--- config.mk ---
export PLATFORM = sky130hd
export DESIGN_NAME = mem_arbiter
export DESIGN_NICKNAME = d
export VERILOG_FILES = /design/src/rtl/cpu_types_pkg.sv /design/src/rtl/rr_pick.sv /design/src/rtl/mem_arbiter.sv
export SDC_FILE = /design/constraint.sdc
export NUM_CORES = 1
export LEC_CHECK = 0
export CAP_MARGIN = 40
export CORE_AREA = 2 2 170 172
export DETAILED_ROUTE_END_ITERATION = 12
export DIE_AREA = 0 0 172 174
export GPL_TIMING_DRIVEN = 0
export PLACE_DENSITY = 0.5
export SYNTH_ARGS = -nofsm -noshare
export SYNTH_HDL_FRONTEND = slang
export SYNTH_SLANG_ARGS = --single-unit
export TNS_END_PERCENT = 10
--- constraint.sdc ---
create_clock -name CLK -period 2.1 [get_ports CLK]
set_input_delay 0.42 -clock CLK [delete_from_list [all_inputs] [get_ports CLK]]
set_output_delay 0.42 -clock CLK [all_outputs]
set_load 0.02 [all_outputs]
--- src/rtl/cpu_types_pkg.sv ---
// Shared types for the memory arbiter: RAM handshake state, word type,
// arbiter FSM states and the grant record.
package cpu_types_pkg;

  localparam int NCORE = 2;

  typedef logic [31:0] word_t;

  typedef enum logic [1:0] {FREE, BUSY, ACCESS, ERROR} ramstate_t;

  typedef enum logic [1:0] {IDLE, IXFER, DXFER1, DXFER2} memarb_state_t;

  typedef enum logic {GT_I = 1'b0, GT_D = 1'b1} gtype_t;

  typedef struct packed {
    logic   gcore;
    gtype_t gtype;
  } grant_t;

endpackage

--- src/rtl/rr_pick.sv ---
// Priority selector: round-robin between cores starting after last_core,
// dcache requests beat icache requests regardless of core.
module rr_pick
  import cpu_types_pkg::*;
(
  input  logic [NCORE-1:0] ireq,
  input  logic [NCORE-1:0] dreq,
  input  logic             last_core,
  output logic             valid,
  output grant_t           pick
);

  logic first;
  assign first = ~last_core;

  always_comb begin
    valid = 1'b1;
    pick  = '{gcore: first, gtype: GT_D};
    if (dreq[first]) begin
      pick = '{gcore: first, gtype: GT_D};
    end else if (dreq[last_core]) begin
      pick = '{gcore: last_core, gtype: GT_D};
    end else if (ireq[first]) begin
      pick = '{gcore: first, gtype: GT_I};
    end else if (ireq[last_core]) begin
      pick = '{gcore: last_core, gtype: GT_I};
    end else begin
      valid = 1'b0;
      pick  = '{gcore: 1'b0, gtype: GT_I};
    end
  end

endmodule

--- src/rtl/mem_arbiter.sv ---
// Shares one single-port RAM between the icache/dcache of two cores.
// Dcache grants hold the RAM for a two-word burst; each transaction ends with an IDLE bubble.
module mem_arbiter
  import cpu_types_pkg::*;
(
  input  logic                  CLK,
  input  logic                  RST,
  input  logic [NCORE-1:0]      iREN,
  input  logic [NCORE-1:0][31:0] iaddr,
  input  logic [NCORE-1:0]      dREN,
  input  logic [NCORE-1:0]      dWEN,
  input  logic [NCORE-1:0][31:0] daddr,
  input  logic [NCORE-1:0][31:0] dstore,
  output logic [NCORE-1:0]      iwait,
  output logic [NCORE-1:0]      dwait,
  output logic [NCORE-1:0][31:0] iload,
  output logic [NCORE-1:0][31:0] dload,
  output logic                  ramREN,
  output logic                  ramWEN,
  output word_t                 ramaddr,
  output word_t                 ramstore,
  input  word_t                 ramload,
  input  ramstate_t             ramstate,
  output logic                  err,
  output memarb_state_t         arb_state
);

  memarb_state_t state, next_state;
  grant_t        grant, pick;
  logic          pick_valid;
  logic          last_core;
  logic          g_iren, g_dren, g_dwen;
  logic          xfer, live, done, abort, to_idle;

  rr_pick u_rr_pick (
    .ireq      (iREN),
    .dreq      (dREN | dWEN),
    .last_core (last_core),
    .valid     (pick_valid),
    .pick      (pick)
  );

  assign g_iren = iREN[grant.gcore];
  assign g_dren = dREN[grant.gcore];
  assign g_dwen = dWEN[grant.gcore];

  // A granted requester that drops its request lines aborts the transaction.
  assign xfer  = (state != IDLE);
  assign live  = (grant.gtype == GT_D) ? (g_dren | g_dwen) : g_iren;
  assign done  = xfer && live && (ramstate == ACCESS || ramstate == ERROR);
  assign abort = xfer && !live;

  assign iload     = {NCORE{ramload}};
  assign dload     = {NCORE{ramload}};
  assign arb_state = state;

  always_comb begin
    next_state = state;
    to_idle    = 1'b0;
    ramREN     = 1'b0;
    ramWEN     = 1'b0;
    ramaddr    = '0;
    ramstore   = '0;
    iwait      = '1;
    dwait      = '1;

    case (state)
      IDLE: begin
        if (pick_valid) next_state = (pick.gtype == GT_D) ? DXFER1 : IXFER;
      end
      IXFER, DXFER2: begin
        if (abort || done) begin
          next_state = IDLE;
          to_idle    = 1'b1;
        end
      end
      DXFER1: begin
        if (abort) begin
          next_state = IDLE;
          to_idle    = 1'b1;
        end else if (done) begin
          next_state = DXFER2;
        end
      end
      default: next_state = IDLE;
    endcase

    if (xfer) begin
      ramstore = dstore[grant.gcore];
      if (grant.gtype == GT_D) begin
        ramWEN  = g_dwen;
        ramREN  = g_dren & ~g_dwen;
        ramaddr = daddr[grant.gcore];
        if (done) dwait[grant.gcore] = 1'b0;
      end else begin
        ramREN  = g_iren;
        ramaddr = iaddr[grant.gcore];
        if (done) iwait[grant.gcore] = 1'b0;
      end
    end
  end

  always_ff @(posedge CLK or posedge RST) begin
    if (RST) begin
      state     <= IDLE;
      grant     <= '{gcore: 1'b0, gtype: GT_I};
      last_core <= 1'b1;
      err       <= 1'b0;
    end else begin
      state <= next_state;
      if (state == IDLE && pick_valid) grant <= pick;
      if (to_idle) last_core <= grant.gcore;
      if (done && ramstate == ERROR) err <= 1'b1;
    end
  end

endmodule

### Word level (Yosys, flattened, before mapping)

Cells that the tools add are included.

| operators by class | value |
|---|---|
| magnitude comparators | 4 |
| equal/unequal tests | 8 |
| mux-type cells | 52 |
| bitwise operators | 6 |
| reduce and logical (&&, ||, !) cells | 13 |

Operator list:

| kind | number |
|---|---|
| $mux W32 | 9 |
| $mux W2 | 14 |
| $mux W1 | 26 |
| $eq A2 B2 Y1 const B | 4 |
| $logic_and A1 B1 Y1 | 6 |
| $lt A1 B2 Y1 const B | 3 |
| $pmux W2 S3 | 1 |
| $ne A2 B2 Y1 const B | 2 |
| $ne A3 B3 Y1 const B | 1 |
| $reduce_and A3 Y1 | 1 |
| $eq A2 B1 Y1 const B | 1 |
| $logic_not A2 Y1 | 1 |
| $logic_or A1 B1 Y1 | 2 |
| $not A1 Y1 | 2 |
| $not A2 Y2 | 1 |
| $or A2 B2 Y2 | 1 |
| $pmux W1 S2 | 1 |
| $reduce_bool A2 Y1 | 1 |
| $reduce_or A2 Y1 | 1 |
| $and A1 B1 Y1 | 1 |
| $demux W1 S1 | 1 |
| $ge A1 B1 Y1 const B | 1 |
| $logic_not A1 Y1 | 1 |
| $or A1 B1 Y1 | 1 |

| word-level totals | value |
|---|---|
| flip-flop bits (word level) | 6 |
| output and inout bits | 201 |
| logic and storage cells | 88 |

### Logic depth before layout (Yosys ltp)

Gate-level depths: netlist of the first run.

| logic depth | value |
|---|---|
| depth after elaboration | 9 |
| depth in mapped cells | 6 |
| depth with buffers taken out | 4 |

### Modules after synthesis

From an unflattened synthesis of the first run, not the netlist that was laid out.

| unflattened totals | value |
|---|---|
| cells, all modules | 329 |
| area, all modules | 2,916.5 sq um |

Modules (own cells, without submodules):

| module | times used | cells each | area each (sq um) |
|---|---|---|---|
| mem_arbiter | 1 | 324 | 2,881.5 |
| rr_pick | 1 | 5 | 35.0 |

### Least setup slack after synthesis of the first run

Ideal clock, no wire load.

| timing | value |
|---|---|
| path type | flip-flop to output port |
| from | register grant[1] (netlist name) |
| to | output ramREN |
| data arrival time | 1,538 ps |
| data required time | 1,680 ps |
| path slack | 142 ps |
| stages on the path, launching flop included | 6 |
| path buffers | 3 |
| cell sequence | dfrtp_1 buf_2 buf_2 buf_4 a32oi_1 a211oi_1 |

| on the way | value |
|---|---|
| word-level cells in the longest chain between the ends | 6 |
| elaborated cells between the ends (all ways) | 10 |

Ends and longest elaborated chain:

| element | RTL line | source |
|---|---|---|
| start, declared | mem_arbiter.sv:29 | `grant_t grant, pick;` |
| start signal, assigned | mem_arbiter.sv:106 | `grant <= '{gcore: 1'b0, gtype: GT_I};` |
| start signal, assigned | mem_arbiter.sv:111 | `if (state == IDLE && pick_valid) grant <= pick;` |
| $mux W1 (implied by the code) (2 in series) | mem_arbiter.sv:45 | `assign g_dwen = dWEN[grant.gcore];` |
| $not A1 Y1 | mem_arbiter.sv:92 | `ramREN = g_dren & ~g_dwen;` |
| $and A1 B1 Y1 | mem_arbiter.sv:92 |  |
| $mux W1 * | mem_arbiter.sv:90 | `if (grant.gtype == GT_D) begin` |
| $mux W1 * | mem_arbiter.sv:88 | `if (xfer) begin` |
| end, declared | mem_arbiter.sv:18 | `output logic ramREN,` |

Mark *: on every way between the ends. The rest lies on a longest branch, timed or not. The select of a mux whose other input is x is not followed.

### Final worst setup path of the first run

| timing | value |
|---|---|
| from | register grant[1] (netlist name) |
| to | output ramaddr[6] |

| on the way | value |
|---|---|
| word-level cells in the longest chain between the ends | 4 |
| elaborated cells between the ends (all ways) | 6 |

Ends and longest elaborated chain:

| element | RTL line | source |
|---|---|---|
| $mux W32, on equally long branches (2 in series) | mem_arbiter.sv:97, mem_arbiter.sv:93 |  |
| $mux W32 * | mem_arbiter.sv:90 |  |
| $mux W32 * | mem_arbiter.sv:88 |  |
| end, declared | mem_arbiter.sv:20 | `output word_t ramaddr,` |

Marks and branches as above.

==> metrics.cfg, run 1 <==
[routing]
vias=3887
wl_mm=18.0
post_drt_wl_per_cell_um=16.0
drt_iter0_drc=82
drcViolationCount=0
wl_met3_mm=1.77
m1WireLength_mm=6.53
highest_layer=met5
detail-route-antenna-nets=0
met2WireLength_mm=9.57
dr.pass1.iters=4
vias_per_cell=3.46

[setup_path]
crit_path_end_kind=primary output
crit_path_start=grant[1]
arrival_ps=1790
r2r_slack_ps=560
r2r_end=last_core
crit_type=reg2out
cpMostUsedCell=buf_6
crit_path_start_kind=flip-flop
worstRegToRegCells=5
crit_fanout=10
cp_top_family=buffers and inverters
required_ps=1680
critPathMaxStageDelay_ps=500
path_depth=6
path_cells=buf_6 > buf_12 > buf_4 > mux4_2 > and2_4 > buf_6
cp-endpoint=ramaddr[6]
crit_slowest_cell=mux4_2
timing.rr.start=grant[0]
critPathBufInv=4

[yosys]
syn_area_per_cell_um2=8.88
ys_ff_latch=6
synthTopCellsByArea=buf_4 (34%), mux4_2 (25%), mux2i_1 (11%), and2_1 (7.1%), nor2_1 (5.2%)
yosys_warnings=0
synth.cell_area_um2=2910
syn_nets=561
seq_area_frac_synth=0.0521
syn_inst=327
synth_top_area_share=0.341
ys_types=31
yosysTopAreaCell=buf_4

[global_routing]
first_global_vias=4015
grt_pass1_wl_mm=24.1
grt_max_degree=11
grt_overflow_total=0
antenna_found_initial=2
grtUsageTotal=0.107

[sta]
setup-tns-final_ps=-1050
relSlewSlack=0.723
min_period_over_period=1.05
min_period_ps=2210
worst_pin_slew_ps=412
drv_slew=0
rsz0062_at_grt=yes
skew_ps=2.38
fin_ws_ps=-111
setup_viol=25
clock.fmax_mhz=452
hold_viol=0

[finish]
final_common_cell=clkdlybuf4s50_1
area_growth_syn_to_layout_pct=165
drive_gt1_frac=0.375
fin_nets=973
diodes=0
layout_common_cells=clkdlybuf4s50_1 (331), buf_4 (134), nor2_1 (36)

[clock_network]
cts_buffer_depth=2
cts_made_buffers=3
hold_buffers=0
cts_tree=done
clkLatencyLatePin_ps=230
clock-sinks=6
clockRootBuffer=clkbuf_16
htreeDepth=1
clkTransAtPathRegs_ps=40

[floorplanning]
num_rows=62
die_w_um=172
initial_utilization=0.103
ioPinCount=435
die_h_um=174
core_um2=28200
die_area_um2=29900

[place]
portBuffers=402
post-dp-hpwl_mm=15.6
routabilityCongestion=0.704

[power_and_ir_drop]
peakVddDrop_v=0.000406
power_mw=7.49
p_per_area_nw_per_um2=973
p_leak_nw=3.26

[worst_hold_path]
hp-class=in2async

[job]
cap_viol_max_count=0

[run_status]
violations=setup timing
status=finished with violations

cell type report:
type                    count  area, um^2
plain buffers             149        1200
clock buffers               4        78.8
fillers                  3091       20500
inverters                   2        7.51
multi-input cells         170        1790
flip-flops and latches      6         154
well taps                 384         480
repair buffers            407        3980
cells by family (layout without fill, tap and decap cells):
group           count (synthesis)  count (layout)  share of synthesized area
buf+inv                       151             562                      0.373
simple gates                   88              88                      0.161
flops                           6               6                     0.0521
mux                            67              67                      0.371
compound gates                 15              15                     0.0426
power breakdown:
group | switching [mW] | total, mW | internal, mW
clock network | 0.0684 | 0.321 | 0.252
registers | 0.0464 | 0.226 | 0.180
logic | 3.40 | 6.94 | 3.54
total | 3.51 | 7.49 | 3.97
per-layer routing:
layer / vias to the layer above / global-route usage
li1: 1828 / -
met1: 1800 / 0.114
met2: 247 / 0.218
met3: 10 / 0.0237
met4: 2 / 0.00875
met5: - / 0
what timing repair did:
action	in CTS	in global routing
cloned	1	0
endpoints found under the setup margin	70	68
setup buffers	3	0
resized for setup	291	45
pin swaps	9	7
through the flow:
step	utilization	cell area (um^2)	std cells	hold slack [ps]	worst slack (ps)
detailed placement	0.263	7420	1114	471	-738
global route	0.272	7690	1122	457	-183
floorplan	-	2910	327	210	142
CTS	0.271	7650	1122	426	-190
finish	0.272	7690	1122	415	-111
global placement	0.262	7410	1113	467	-787
synthesized netlist by cell type:
cell	n
buf_4	132
nor2_1	40
and2_1	33
mux2i_1	33
mux4_2	32
clkbuf_1	10
buf_2	5
dfrtp_1	5
o21ai_1	4
nand2_1	3
nand3b_1	3
a211oi_1	2
a32oi_1	2
buf_6	2
inv_1	2
nand4b_1	2
nor2b_1	2
nor3b_2	2
a211o_1	1
a21oi_1	1
a22oi_1	1
a31o_1	1
dfstp_2	1
mux2_1	1
mux2_4	1
nand3_1	1
nor4_2	1
o21ai_0	1
o21ai_2	1
o32ai_4	1
or2_1	1
registers in the layout, summed over array words and instances, names as in the netlist:
signal     flops
arb_state      2
grant          2
err            1
last_core      1
how the worst min path moves through the flow:
| stage | to | cells after the start | from |
|---|---|---|---|
| CTS | err | 2 | RST |
| detailed placement | err | 1 | err |
| global placement | err | 1 | err |
| finish | arb_state[1] | 2 | RST |
| floorplan | arb_state[0] | 1 | RST |
| global route | err | 2 | RST |
Power figures use the tool's default switching activity.
==> inputs of run 2 (changes only) <==
--- a/config.mk
+++ b/config.mk
@@ -10,8 +10,8 @@
 export DETAILED_ROUTE_END_ITERATION = 12
 export DIE_AREA = 0 0 172 174
 export GPL_TIMING_DRIVEN = 0
+export MAX_ROUTING_LAYER = met4
 export PLACE_DENSITY = 0.5
 export SYNTH_ARGS = -nofsm -noshare
 export SYNTH_HDL_FRONTEND = slang
 export SYNTH_SLANG_ARGS = --single-unit
-export TNS_END_PERCENT = 10
==> run 2 against run 1 <==
The flow still finishes with violations (setup timing). Worst setup slack improved by 8.3 ps. Combinational power is 3.2% higher. Non-clock buffer count is 6 higher. Clock power decreased by 1%. Clock-buffer cell count unchanged. Final area grew 0.85%. First-iteration DRC count rose by 15%. Sequential share of layout area about the same. Wire length increased by 0.14%. Clock skew rose by 0.87 ps. Cell count is 0.62% higher. Register-to-register slack lost 120 ps. Critical path type unchanged. Critical endpoint is now ramaddr[17].
==> metrics.cfg, run 2 (same netlist as run 1, synthesis figures left out) <==
[power_and_ir_drop]
peakVddDrop_v=0.000452  ; +11%
internal-power_mw=4.15  ; +4.4%
p_leak_nw=3.29  ; +0.71%
pwr-share-comb=0.929  ; +0.002
p_clk_frac=0.041  ; -0.002
p_per_area_nw_per_um2=994  ; +2.1%
p_switching_mw=3.57  ; +1.5%
swShare=0.462  ; -0.00695
seqPwrFrac=0.030  ; about the same

[setup_path]
arrival_ps=1780  ; about the same
timing.rr.start=grant[1]
crit_slowest_cell=mux4_2
critPathMaxStageDelay_ps=500  ; about the same
worstRegToRegCells=6  ; +1
r2r_end=last_core
crit_path_start_kind=flip-flop
r2r_slack_ps=440  ; -120 ps
crit_path_end_kind=primary output
crit_fanout=5  ; -5
cp_top_family=buffers and inverters
path_cells=buf_6 > buf_12 > buf_12 > mux4_2 > and2_4 > buf_6
crit_type=reg2out
critPathBufInv=4  ; unchanged
required_ps=1680  ; about the same

[routing]
post_drt_wl_per_cell_um=15.9  ; -0.48%
vias=3909  ; +0.57%
wl_met3_mm=1.65  ; -6.6%
m1WireLength_mm=6.68  ; +2.2%
drcViolationCount=0  ; unchanged
highest_layer=met4
wl_mm=18.0  ; +0.14%
detail-route-antenna-nets=0  ; unchanged
met2WireLength_mm=9.58  ; +0.11%
dr.pass1.iters=4  ; unchanged
vias_per_cell=3.46  ; about the same
drt_iter0_drc=94  ; +15%

[floorplanning]
die_h_um=174  ; unchanged
ioPinCount=435  ; unchanged
die_area_um2=29900  ; unchanged
core_um2=28200  ; unchanged
initial_utilization=0.103  ; unchanged
num_rows=62  ; unchanged
die_w_um=172  ; unchanged

[clock_network]
hold_buffers=0  ; unchanged
clockRootBuffer=clkbuf_16
clkLatencyLatePin_ps=230  ; about the same
htreeDepth=1  ; unchanged
cts_buffer_depth=2  ; unchanged
cts_tree=done
clock-sinks=6  ; unchanged
cts_made_buffers=3  ; unchanged
clkTransAtPathRegs_ps=40  ; about the same

[finish]
layout_common_cells=clkdlybuf4s50_1 (331), buf_4 (138), nor2_1 (36)
fillerInstances=3095  ; +0.13%
area_growth_syn_to_layout_pct=167
final_common_cell=clkdlybuf4s50_1
drive_gt1_frac=0.394  ; +0.0185
fin_nets=979  ; +0.62%
finalCoreUtilization=0.275  ; +0.00231
fin_cells=1129  ; +0.62%

[place]
portBuffers=402  ; unchanged
post-dp-hpwl_mm=15.6  ; unchanged
dp_cells=1114  ; unchanged
routabilityCongestion=0.712  ; +1.1%

[job]
cap_viol_max_count=0  ; unchanged

[sta]
worst_pin_slew_ps=413  ; +0.876 ps
fin_ws_ps=-103  ; +8.30 ps
skew_ps=3.25  ; +0.872 ps
relSlewSlack=0.722  ; about the same
min_period_ps=2200  ; -8.30 ps
hold_viol=0  ; unchanged
setup_viol=25  ; unchanged
clock.fmax_mhz=454  ; +0.38%
min_period_over_period=1.05  ; -0.00395
rsz0062_at_grt=yes
drv_slew=0  ; unchanged

[run_status]
status=finished with violations
violations=setup timing

[global_routing]
grt_overflow_total=0  ; unchanged
grtUsageTotal=0.111  ; +0.00377
grt_max_degree=11  ; unchanged
grt_pass1_wl_mm=24.2  ; +0.54%
antenna_found_initial=2  ; unchanged
first_global_vias=4036  ; +0.52%

[worst_hold_path]
hp-class=in2async

## run 2: worst max-delay path by stage
stage	cells after the start	slack [ps]	endpoint	startpoint
after floorplan	5	140	ramREN	grant[1]
after global routing	8	-170	ramREN	grant[1]
after detailed placement	6	-740	ramREN	grant[1]
final	6	-100	ramaddr[17]	grant[1]
after CTS	8	-130	ramREN	grant[1]
after global placement	6	-790	ramREN	grant[1]
## run 2: worst register-to-register path, stage by stage (launching register included)
cell and delay (ps):
dfrtp_1 370, buf_6 150, buf_12 150, buf_4 140, o32ai_4 370, o21ai_2 110, mux2_4 300
## run 2: layout make-up
cell class              instances  area, um^2  share of cell area
repair buffers                414        4040               0.520
multi-input cells             170        1810               0.233
plain buffers                 148        1190               0.154
well taps                     384         480              0.0619
flip-flops and latches          6         153              0.0197
clock buffers                   4        78.8              0.0102
inverters                       2        7.51            0.000968
diodes                          1        2.50            0.000323
## run 2: timing repair
action	in CTS	in global routing
gates resized for setup	333	45
endpoints found under the hold margin	0	0
buffers inserted	7	3
pin swaps	5	3
cloned	1	0
setup endpoints to repair	70	66
## run 2: per-layer routing
| layer | vias to the layer above | track usage |
|---|---|---|
| li1 | 1846 | - |
| met5 | - | - |
| met4 | 0 | 0.00945 |
| met2 | 243 | 0.219 |
| met1 | 1812 | 0.119 |
| met3 | 8 | 0.0171 |
## run 2: through the flow
step | power (mW) | setup slack (ps) | cell area [um^2] | hold WS (ps) | TNS (ps)
2_1_floorplan | 3.76 | 142 | 2910 | 210 | 0
3_3_place_gp | 6.85 | -787 | 7410 | 467 | -39990
3_5_place_dp | 6.81 | -738 | 7420 | 471 | -32150
4_1_cts | 7.77 | -131 | 7750 | 426 | -1810
5_1_grt | 8.18 | -174 | 7760 | 457 | -3780
6_report | 7.71 | -103 | 7760 | 419 | -1310
## run 2: power groups by stage
stage	Clock [mW]	Combinational [mW]	Sequential (mW)
detailed placement	0	6.60	0.218
floorplan	0	3.53	0.234
CTS	0.322	7.23	0.223
global placement	0	6.63	0.219
finish	0.317	7.16	0.230
global route	0.334	7.61	0.241
